File: config.mk
export PLATFORM = sky130hd
export DESIGN_NAME = alarm_controller
export DESIGN_NICKNAME = d
export VERILOG_FILES = /design/src/rtl/alarm_controller.sv
export SDC_FILE = /design/constraint.sdc
export NUM_CORES = 1
export LEC_CHECK = 0
export CORE_ASPECT_RATIO = 0.75
export CORE_MARGIN = 1
export CORE_UTILIZATION = 50
export DETAILED_ROUTE_END_ITERATION = 10
export PLACE_DENSITY = 0.76
export SLEW_MARGIN = 20
export SYNTH_ARGS = -nofsm -noshare
export SYNTH_HDL_FRONTEND = slang
export SYNTH_SLANG_ARGS = --single-unit
File: constraint.sdc
create_clock -name clk -period 1.9 [get_ports clk]
set_input_delay 0.38 -clock clk [delete_from_list [all_inputs] [get_ports clk]]
set_output_delay 0.38 -clock clk [all_outputs]
set_load 0.005 [all_outputs]
File: src/rtl/alarm_controller.sv
// alarm_controller: top-level sequencing FSM of the alarm control center.
// Handles arming/disarming, exit and entry delays, zone supervision and the
// alarm period with automatic re-arm attempts. All outputs are registered.
module alarm_controller #(
  parameter int CLK_HZ        = 50_000_000,
  parameter int N_ZONES       = 4,
  parameter int EXIT_DELAY_S  = 30,
  parameter int ENTRY_DELAY_S = 15,
  parameter int ALARM_TIME_S  = 60
) (
  input  logic               clk,
  input  logic               rst_n,
  input  logic               arm_req,
  input  logic               disarm_req,
  input  logic               code_ok,
  input  logic [N_ZONES-1:0] zone_in,
  input  logic [N_ZONES-1:0] zone_delay,
  output logic [2:0]         state,
  output logic               armed,
  output logic               entry_warn,
  output logic               aux,
  output logic               siren,
  output logic               fault,
  output logic [N_ZONES-1:0] zone_latch
);

  typedef enum logic [2:0] {
    S_DISARMED = 3'd0,
    S_EXIT     = 3'd1,
    S_ARMED    = 3'd2,
    S_ENTRY    = 3'd3,
    S_ALARM    = 3'd4
  } state_t;

  localparam logic [25:0] PRE_LAST   = 26'(CLK_HZ - 1);
  localparam logic [6:0]  EXIT_LAST  = 7'(EXIT_DELAY_S - 1);
  localparam logic [6:0]  ENTRY_LAST = 7'(ENTRY_DELAY_S - 1);
  localparam logic [6:0]  ALARM_LAST = 7'(ALARM_TIME_S - 1);
  localparam logic [N_ZONES-1:0] ZONES_CLR = {N_ZONES{1'b0}};

  state_t             state_q, state_d;
  logic [25:0]        pre_q, pre_d;
  logic [6:0]         sec_q, sec_d;
  logic [N_ZONES-1:0] zone_latch_q, zone_latch_d;
  logic               fault_q, fault_d;
  logic               armed_q, armed_d;
  logic               entry_warn_q, entry_warn_d;
  logic               alarm_q, alarm_d;

  logic               valid_disarm_s;
  logic               tick_s;
  logic               restart_s;
  logic               instant_hit_s;
  logic               delayed_hit_s;

  // Next-state, timebase, zone latch and output decode.
  always_comb begin
    state_d        = state_q;
    pre_d          = pre_q;
    sec_d          = sec_q;
    zone_latch_d   = zone_latch_q;
    fault_d        = 1'b0;
    restart_s      = 1'b0;
    valid_disarm_s = disarm_req && code_ok;
    tick_s         = (pre_q == PRE_LAST);
    instant_hit_s  = |(zone_in & ~zone_delay);
    delayed_hit_s  = |(zone_in & zone_delay);

    // Sticky record of every zone seen open while the system is armed.
    if (state_q == S_ARMED || state_q == S_ENTRY || state_q == S_ALARM) begin
      zone_latch_d = zone_latch_q | zone_in;
    end else begin
      zone_latch_d = zone_latch_q;
    end

    if (valid_disarm_s) begin
      state_d = S_DISARMED;
    end else begin
      case (state_q)
        S_DISARMED: begin
          if (arm_req) begin
            if (zone_in == ZONES_CLR) begin
              state_d      = S_EXIT;
              zone_latch_d = ZONES_CLR;
            end else begin
              fault_d = 1'b1;
            end
          end else begin
            state_d = S_DISARMED;
          end
        end
        S_EXIT: begin
          if (tick_s && sec_q == EXIT_LAST) begin
            state_d = S_ARMED;
          end else begin
            state_d = S_EXIT;
          end
        end
        S_ARMED: begin
          if (instant_hit_s) begin
            state_d = S_ALARM;
          end else if (delayed_hit_s) begin
            state_d = S_ENTRY;
          end else begin
            state_d = S_ARMED;
          end
        end
        S_ENTRY: begin
          if (instant_hit_s || (tick_s && sec_q == ENTRY_LAST)) begin
            state_d = S_ALARM;
          end else begin
            state_d = S_ENTRY;
          end
        end
        S_ALARM: begin
          if (tick_s && sec_q == ALARM_LAST) begin
            if (zone_in == ZONES_CLR) begin
              state_d = S_ARMED;
            end else begin
              restart_s = 1'b1;
            end
          end else begin
            state_d = S_ALARM;
          end
        end
        default: begin
          state_d = S_DISARMED;
        end
      endcase
    end

    // Timebase clears on any transition or alarm restart, otherwise counts.
    if (state_d != state_q || restart_s) begin
      pre_d = 26'd0;
      sec_d = 7'd0;
    end else if (tick_s) begin
      pre_d = 26'd0;
      sec_d = sec_q + 7'd1;
    end else begin
      pre_d = pre_q + 26'd1;
      sec_d = sec_q;
    end

    armed_d      = (state_d == S_ARMED) || (state_d == S_ENTRY) || (state_d == S_ALARM);
    entry_warn_d = (state_d == S_ENTRY);
    alarm_d      = (state_d == S_ALARM);
  end

  // State, timebase and registered outputs with synchronous active-low reset.
  always_ff @(posedge clk) begin
    if (!rst_n) begin
      state_q      <= S_DISARMED;
      pre_q        <= 26'd0;
      sec_q        <= 7'd0;
      zone_latch_q <= ZONES_CLR;
      fault_q      <= 1'b0;
      armed_q      <= 1'b0;
      entry_warn_q <= 1'b0;
      alarm_q      <= 1'b0;
    end else begin
      state_q      <= state_d;
      pre_q        <= pre_d;
      sec_q        <= sec_d;
      zone_latch_q <= zone_latch_d;
      fault_q      <= fault_d;
      armed_q      <= armed_d;
      entry_warn_q <= entry_warn_d;
      alarm_q      <= alarm_d;
    end
  end

  assign state      = state_q;
  assign armed      = armed_q;
  assign entry_warn = entry_warn_q;
  assign aux        = alarm_q;
  assign siren      = alarm_q;
  assign fault      = fault_q;
  assign zone_latch = zone_latch_q;

endmodule
### Yosys cells after proc, flatten, opt, wreduce, memory -nomap -nowiden

Index checks and enable logic that the tools add are counted.

* register bits: 44
* output and inout bits: 12
* word-level logic and storage cells: 65

* $add $sub $neg: 2
* equal/unequal tests: 12
* multiplexer cells: 19
* bitwise logic cells: 7
* reduce and logical (&&, ||, !) cells: 17

Operator list (count)
* adder 26 x 1 -> 26 bit (second input constant): 1
* == test 26 bit (second input constant): 1
* 2-to-1 mux 3 bit: 7
* 2-to-1 mux 4 bit: 5
* case mux 3 bit (5 select lines): 1
* == test 3 x 2 -> 1 bit (second input constant): 4
* OR reduction 4 bit: 3
* bitwise AND 4 bit: 2
* adder 7 x 1 -> 7 bit (second input constant): 1
* == test 7 x 4 -> 1 bit (second input constant): 1
* == test 7 x 5 -> 1 bit (second input constant): 1
* == test 7 x 6 -> 1 bit (second input constant): 1
* == test 3 bit (second input constant): 2
* logical OR 1 bit: 6
* 2-to-1 mux 1 bit: 5
* logical AND 1 bit: 4
* logical NOT 4 bit: 1
* NOT 4 bit: 1
* OR 4 bit: 1
* == test 3 x 1 -> 1 bit (second input constant): 1
* logical NOT 3 bit: 1
* inequality test 3 bit: 1
* NOT 1 bit: 3
* OR reduction 3 bit: 1
* other kinds (2): 2

### Longest topological paths before layout

* word-level depth: 10
* mapped depth: 8
* gate-level depth less buffers: 7

### Worst setup path after synthesis

OpenSTA, ideal clock, no wires.

* kind: input to register
* from: in zone_in[2]
* to: reg pre_q[10]
* library setup time: 0.115 ns
* arrival time: 1.853 ns
* required time: 1.785 ns
* path slack: -0.068 ns
* stages on the path: 6
* path buffers: 2
* path through: or4_1 -> o21ai_0 -> or2_2 -> buf_4 -> buf_4 -> nor2_1

* longest elaborated chain between the ends: 9
* elaborated cells on any way between the ends: 22
* those cells by class: 1 x eq/ne; 13 x mux; 2 x bitwise; 6 x reduce/logical

Ends and longest elaborated chain
* start: declaration: RTL line 16 `input logic [N_ZONES-1:0] zone_in,`
* bitwise AND 4 bit, on equally long branches: RTL line 67, 66
* OR reduction 4 bit, on equally long branches: RTL line 67, 66
* 2-to-1 mux 1 bit or logical OR 1 bit (tied branches): RTL line 102, 109
* 2-to-1 mux 3 bit, on equally long branches: RTL line 100, 109
* case mux 3 bit (5 select lines): RTL line 79 `case (state_q)`
* 2-to-1 mux 3 bit: RTL line 76 `if (valid_disarm_s) begin`
* inequality test 3 bit: RTL line 133 `if (state_d != state_q || restart_s) begin`
* logical OR 1 bit *: RTL line 133
* OR reduction 3 bit (no source line) *
* end signal: assignment: RTL line 162 `pre_q <= pre_d;`
* end: declaration: RTL line 42 `logic [25:0] pre_q, pre_d;`

Mark *: on every way between the ends. The rest lies on a longest branch, timed or not.
A chain may end at the register's enable or synchronous reset.

### Worst setup path after layout

* from: reg pre_q[18]
* to: reg sec_q[2]

* longest elaborated chain between the ends: 9
* elaborated cells on any way between the ends: 16
* those cells by class: 2 x eq/ne; 8 x mux; 6 x reduce/logical

Ends and longest elaborated chain
* == test 26 bit *: RTL line 65 `tick_s = (pre_q == PRE_LAST);`
* logical AND 1 bit: RTL line 109 `if (instant_hit_s || (tick_s && sec_q == ENTRY_LAST)) begin`
* logical OR 1 bit: RTL line 109
* 2-to-1 mux 3 bit: RTL line 109
* case mux 3 bit (5 select lines): RTL line 79
* 2-to-1 mux 3 bit: RTL line 76
* inequality test 3 bit: RTL line 133
* logical OR 1 bit: RTL line 133
* OR reduction 2 bit (no source line)
* end signal: assignment: RTL line 154 `sec_q <= 7'd0;`
* end signal: assignment: RTL line 163 `sec_q <= sec_d;`
* end: declaration: RTL line 43 `logic [6:0] sec_q, sec_d;`

Marks and branches as above.

==> summary.txt <==
Leak Pwr: 1.22 nW
Status: complete, but fails checks
# port buffers: 24
Levels on crit path: 7
Worst setup margin: -0.139 ns
Worst-path clk slew: 0.09 ns
IO Pins: 25
Worst Path Required: 2.11 ns
CP dominant cell by count: buf_4
Slew HR: 71.6%
Startpoint Class: register
Seq cells post-synth: 44
CP bufs+invs: 2
CTS tree: built
Critical Path, Cell by Cell: or4_4 -> nor4_4 -> buf_4 -> buf_4 -> nand3_2 -> xor2_1 -> nor3_1
Iteration-0 DRC count of the detailed router: 423
Max Cap Violations: 0
Reg2Reg Depth: 7
Gate count of the mapped netlist: 278
Number of buffers created by CTS: 5
Largest net degree at the start of global routing: 14
Diode count: 0
Post-synthesis area per instance: 8.33 um2
RSZ-0062 raised after global routing: yes
Crit path largest cell delay: 0.53 ns
Setup Skew: 0.00970 ns
Vias/cell: 5.98
Total Routed Length: 7.27 mm
First-pass GRT wire length: 10.6 mm
Final setup fails: 15
Tot Pwr: 1.73 mW
Critical path capture point: sec_q[2]
Asr flop ratio synth: 0%
First-pass iteration count of the detailed router: 8
Synth Cell Area: 2310 um2
Area growth, synth to finish: 43.5%
Remaining DRCs: 0
Tot GR Track Use: 29.5%
Most common flop cell mapped by yosys: dfxtp_1
Final Hold Fails: 0
RR Startpoint: pre_q[18]
Clock sink count: 44
Slowest CP cell: or4_4
Clock tree buffer depth: 2
Worst Max-Slew Pin Slew: 0.421 ns
Placeable core area: 4440 um2
Critical Path AT: 2.25 ns
Failing checks: negative setup slack
Count of different cell masters after synthesis: 48
Sequential-to-total area share from yosys stat: 38.1%
Ys Warns: 0
GPL Wtd Cong: 0.967
Max-slew violations: 0
Net count, final: 373
Initial antenna violation count: 0
Dpl hpwl: 4.57 mm
Final cell count without fillers: 414
Die Y-Extent: 60.9 um
Critical-path maximum fanout: 4
# rows: 21
Power Dens Cells: 519 nW/um2
Root buf cell: clkbuf_8
Final min period: 2.04 ns
Register Area: 886 um2
Worst-Skew Late Latency: 0.30 ns
Peak VDD IR: 0.351 mV
Setup CP Type: reg -> reg
Die area: 4910 um2
Placed cell count: 396
Share of post-route cells with drive strength above 1: 33.1%
Combined area of the multi-input logic cells: 1550 um2
CTS H-tree lvls: 2
Wire length per cell: 17.6 um
Worst reg2reg endpoint: sec_q[2]
Final Cycle Share: 107%
Area post-placement: 2910 um2
Total gr overflow: 0
Die X-Extent: 80.6 um
Final instance area: 3320 um2
Initial Utilization: 52.1%
Via count: 2,474
Worst Hold Class: reg -> reg
FILL cells: 308
Worst Setup SP: pre_q[18]
Fmax: 490 MHz
Worst Setup End Kind: register
Net Count, Synth: 295
R2R setup slack: -0.14 ns
Vias in the first global route: 2,123
Crit path max-delay family: simple AND/OR/NAND/NOR gates
Number of synthesized flops with an enable pin: 0
Final ANT Viol Nets: 0
-- timing repair --
| action | 4_1_cts | 5_1_grt |
|---|---|---|
| hold buffers | 0 | 0 |
| gates cloned | 2 | 0 |
| endpoints found under the hold margin | 0 | 0 |
| setup buffers | 2 | 6 |
| gates resized for setup | 37 | 30 |
| pin swaps | 13 | 20 |
| endpoints found under the setup margin | 39 | 37 |
-- report_power, final --
group | switching, mW | internal (mW) | leakage (nW) | total (mW)
clock network | 0.338 | 0.291 | 0.0510 | 0.629
registers | 0.00745 | 0.929 | 0.357 | 0.936
logic | 0.0830 | 0.0770 | 0.810 | 0.160
total | 0.428 | 1.30 | 1.22 | 1.73
-- flip-flops by register name, summed over array words and instances (netlist names) --
register	cells
sec_q	7
state	3
entry_warn	1
fault	1
zone_latch	4
aux	1
pre_q	26
armed	1
-- worst min-delay path by stage --
| stage | end | slack (ns) | startpoint | depth (start not counted) |
|---|---|---|---|---|
| 6_report | zone_latch[2] | 0.49 | zone_latch[2] | 2 |
| 5_1_grt | zone_latch[1] | 0.52 | zone_latch[1] | 2 |
| 4_1_cts | zone_latch[0] | 0.49 | zone_latch[0] | 2 |
| 3_5_place_dp | zone_latch[1] | 0.47 | zone_latch[1] | 2 |
| 3_3_place_gp | zone_latch[0] | 0.45 | zone_latch[0] | 2 |
| 2_1_floorplan | pre_q[0] | 0.41 | pre_q[0] | 1 |
-- layout make-up --
type	instances	area share, %
clock buffers	6	2.49
clock inverters	2	0.301
inverters	13	1.47
multi-input cells	213	46.7
flip-flops and latches	44	26.7
well taps	57	2.15
repair buffers	79	20.2
-- kinds of logic (layout without fill, tap and decap cells) --
family                     Yosys count  in the layout  synth area share, %
AOI/OAI and AO/OA                   33             33                 8.97
xor gates and xnor gates            29             29                 11.0
adders and majority gates            4              4                 2.16
buffers and inverters               22            100                 5.08
DFF                                 44             44                 38.1
and+or+nand+nor                    146            147                 34.8
-- Yosys cell counts (3+ instances only) --
master / number / area share, %
nor4_1: 8 / 2.2
dfxtp_1: 44 / 38
nand3_1: 16 / 3.5
ha_1: 4 / 2.2
nor2_1: 44 / 7.1
a22oi_1: 3 / 0.97
inv_1: 13 / 2.1
and4_1: 4 / 1.5
nor4b_1: 3 / 1.1
nand4_1: 7 / 1.9
nand2_1: 16 / 2.6
clkbuf_1: 4 / 0.65
xnor2_1: 21 / 7.9
buf_4: 3 / 0.97
o21ai_0: 5 / 1.1
xor2_1: 8 / 3.0
and3_1: 5 / 1.4
nor3_1: 15 / 3.2
nand2b_1: 6 / 1.6
a21oi_1: 14 / 3.0
-- metal layers --
| metal | track usage (%) | routed length (um) | share of wire, % |
|---|---|---|---|
| met2 | 42.5 | 3100 | 43 |
| met3 | 7.52 | 762 | 10 |
| met4 | 8.67 | 169 | 2.3 |
| met5 | 0 | 0 | 0 |
| met1 | 43.2 | 3240 | 45 |
-- cells in the final DEF (no fill, tap or decap), types with 3 or more instances in the layout --
cell type and n:
nor4_4 3, inv_1 13, nand2_1 15, xor2_1 8, a21oi_1 12, dfxtp_1 40
dlygate4sd2_1 6, o21ai_1 3, nor3_2 5, nor2_1 35, nor2_2 9, nor4_1 5
dfxtp_2 4, a22oi_2 3, clkdlybuf4s50_1 17, and4_1 4, nor3_1 10, nand2b_1 4
buf_4 51, xnor2_1 21, nand3_1 13, or4_4 3, and3_1 5, nand3_2 3
ha_1 4, nand4_1 7, clkbuf_8 6
-- per-stage QoR --
stage | TNS, ns | worst slack [ns] | hold slack (ns) | utilization [%]
CTS | -0.259 | -0.0613 | 0.491 | 71.3
finish | -0.760 | -0.139 | 0.491 | 74.8
global route | -1.64 | -0.195 | 0.524 | 74.8
detailed placement | -19.52 | -0.608 | 0.466 | 65.5
floorplan | -0.610 | -0.0538 | 0.412 | -
global placement | -17.72 | -0.529 | 0.454 | 65.5
-- worst reg2reg max path, stage by stage (launching register included) --
cell and delay [ns]:
dfxtp_2 0.33, or4_4 0.53, nor4_4 0.25, buf_4 0.18
buf_4 0.13, nand3_2 0.11, xor2_1 0.17, nor3_1 0.26
No activity file was read; power rests on OpenSTA's default activity.
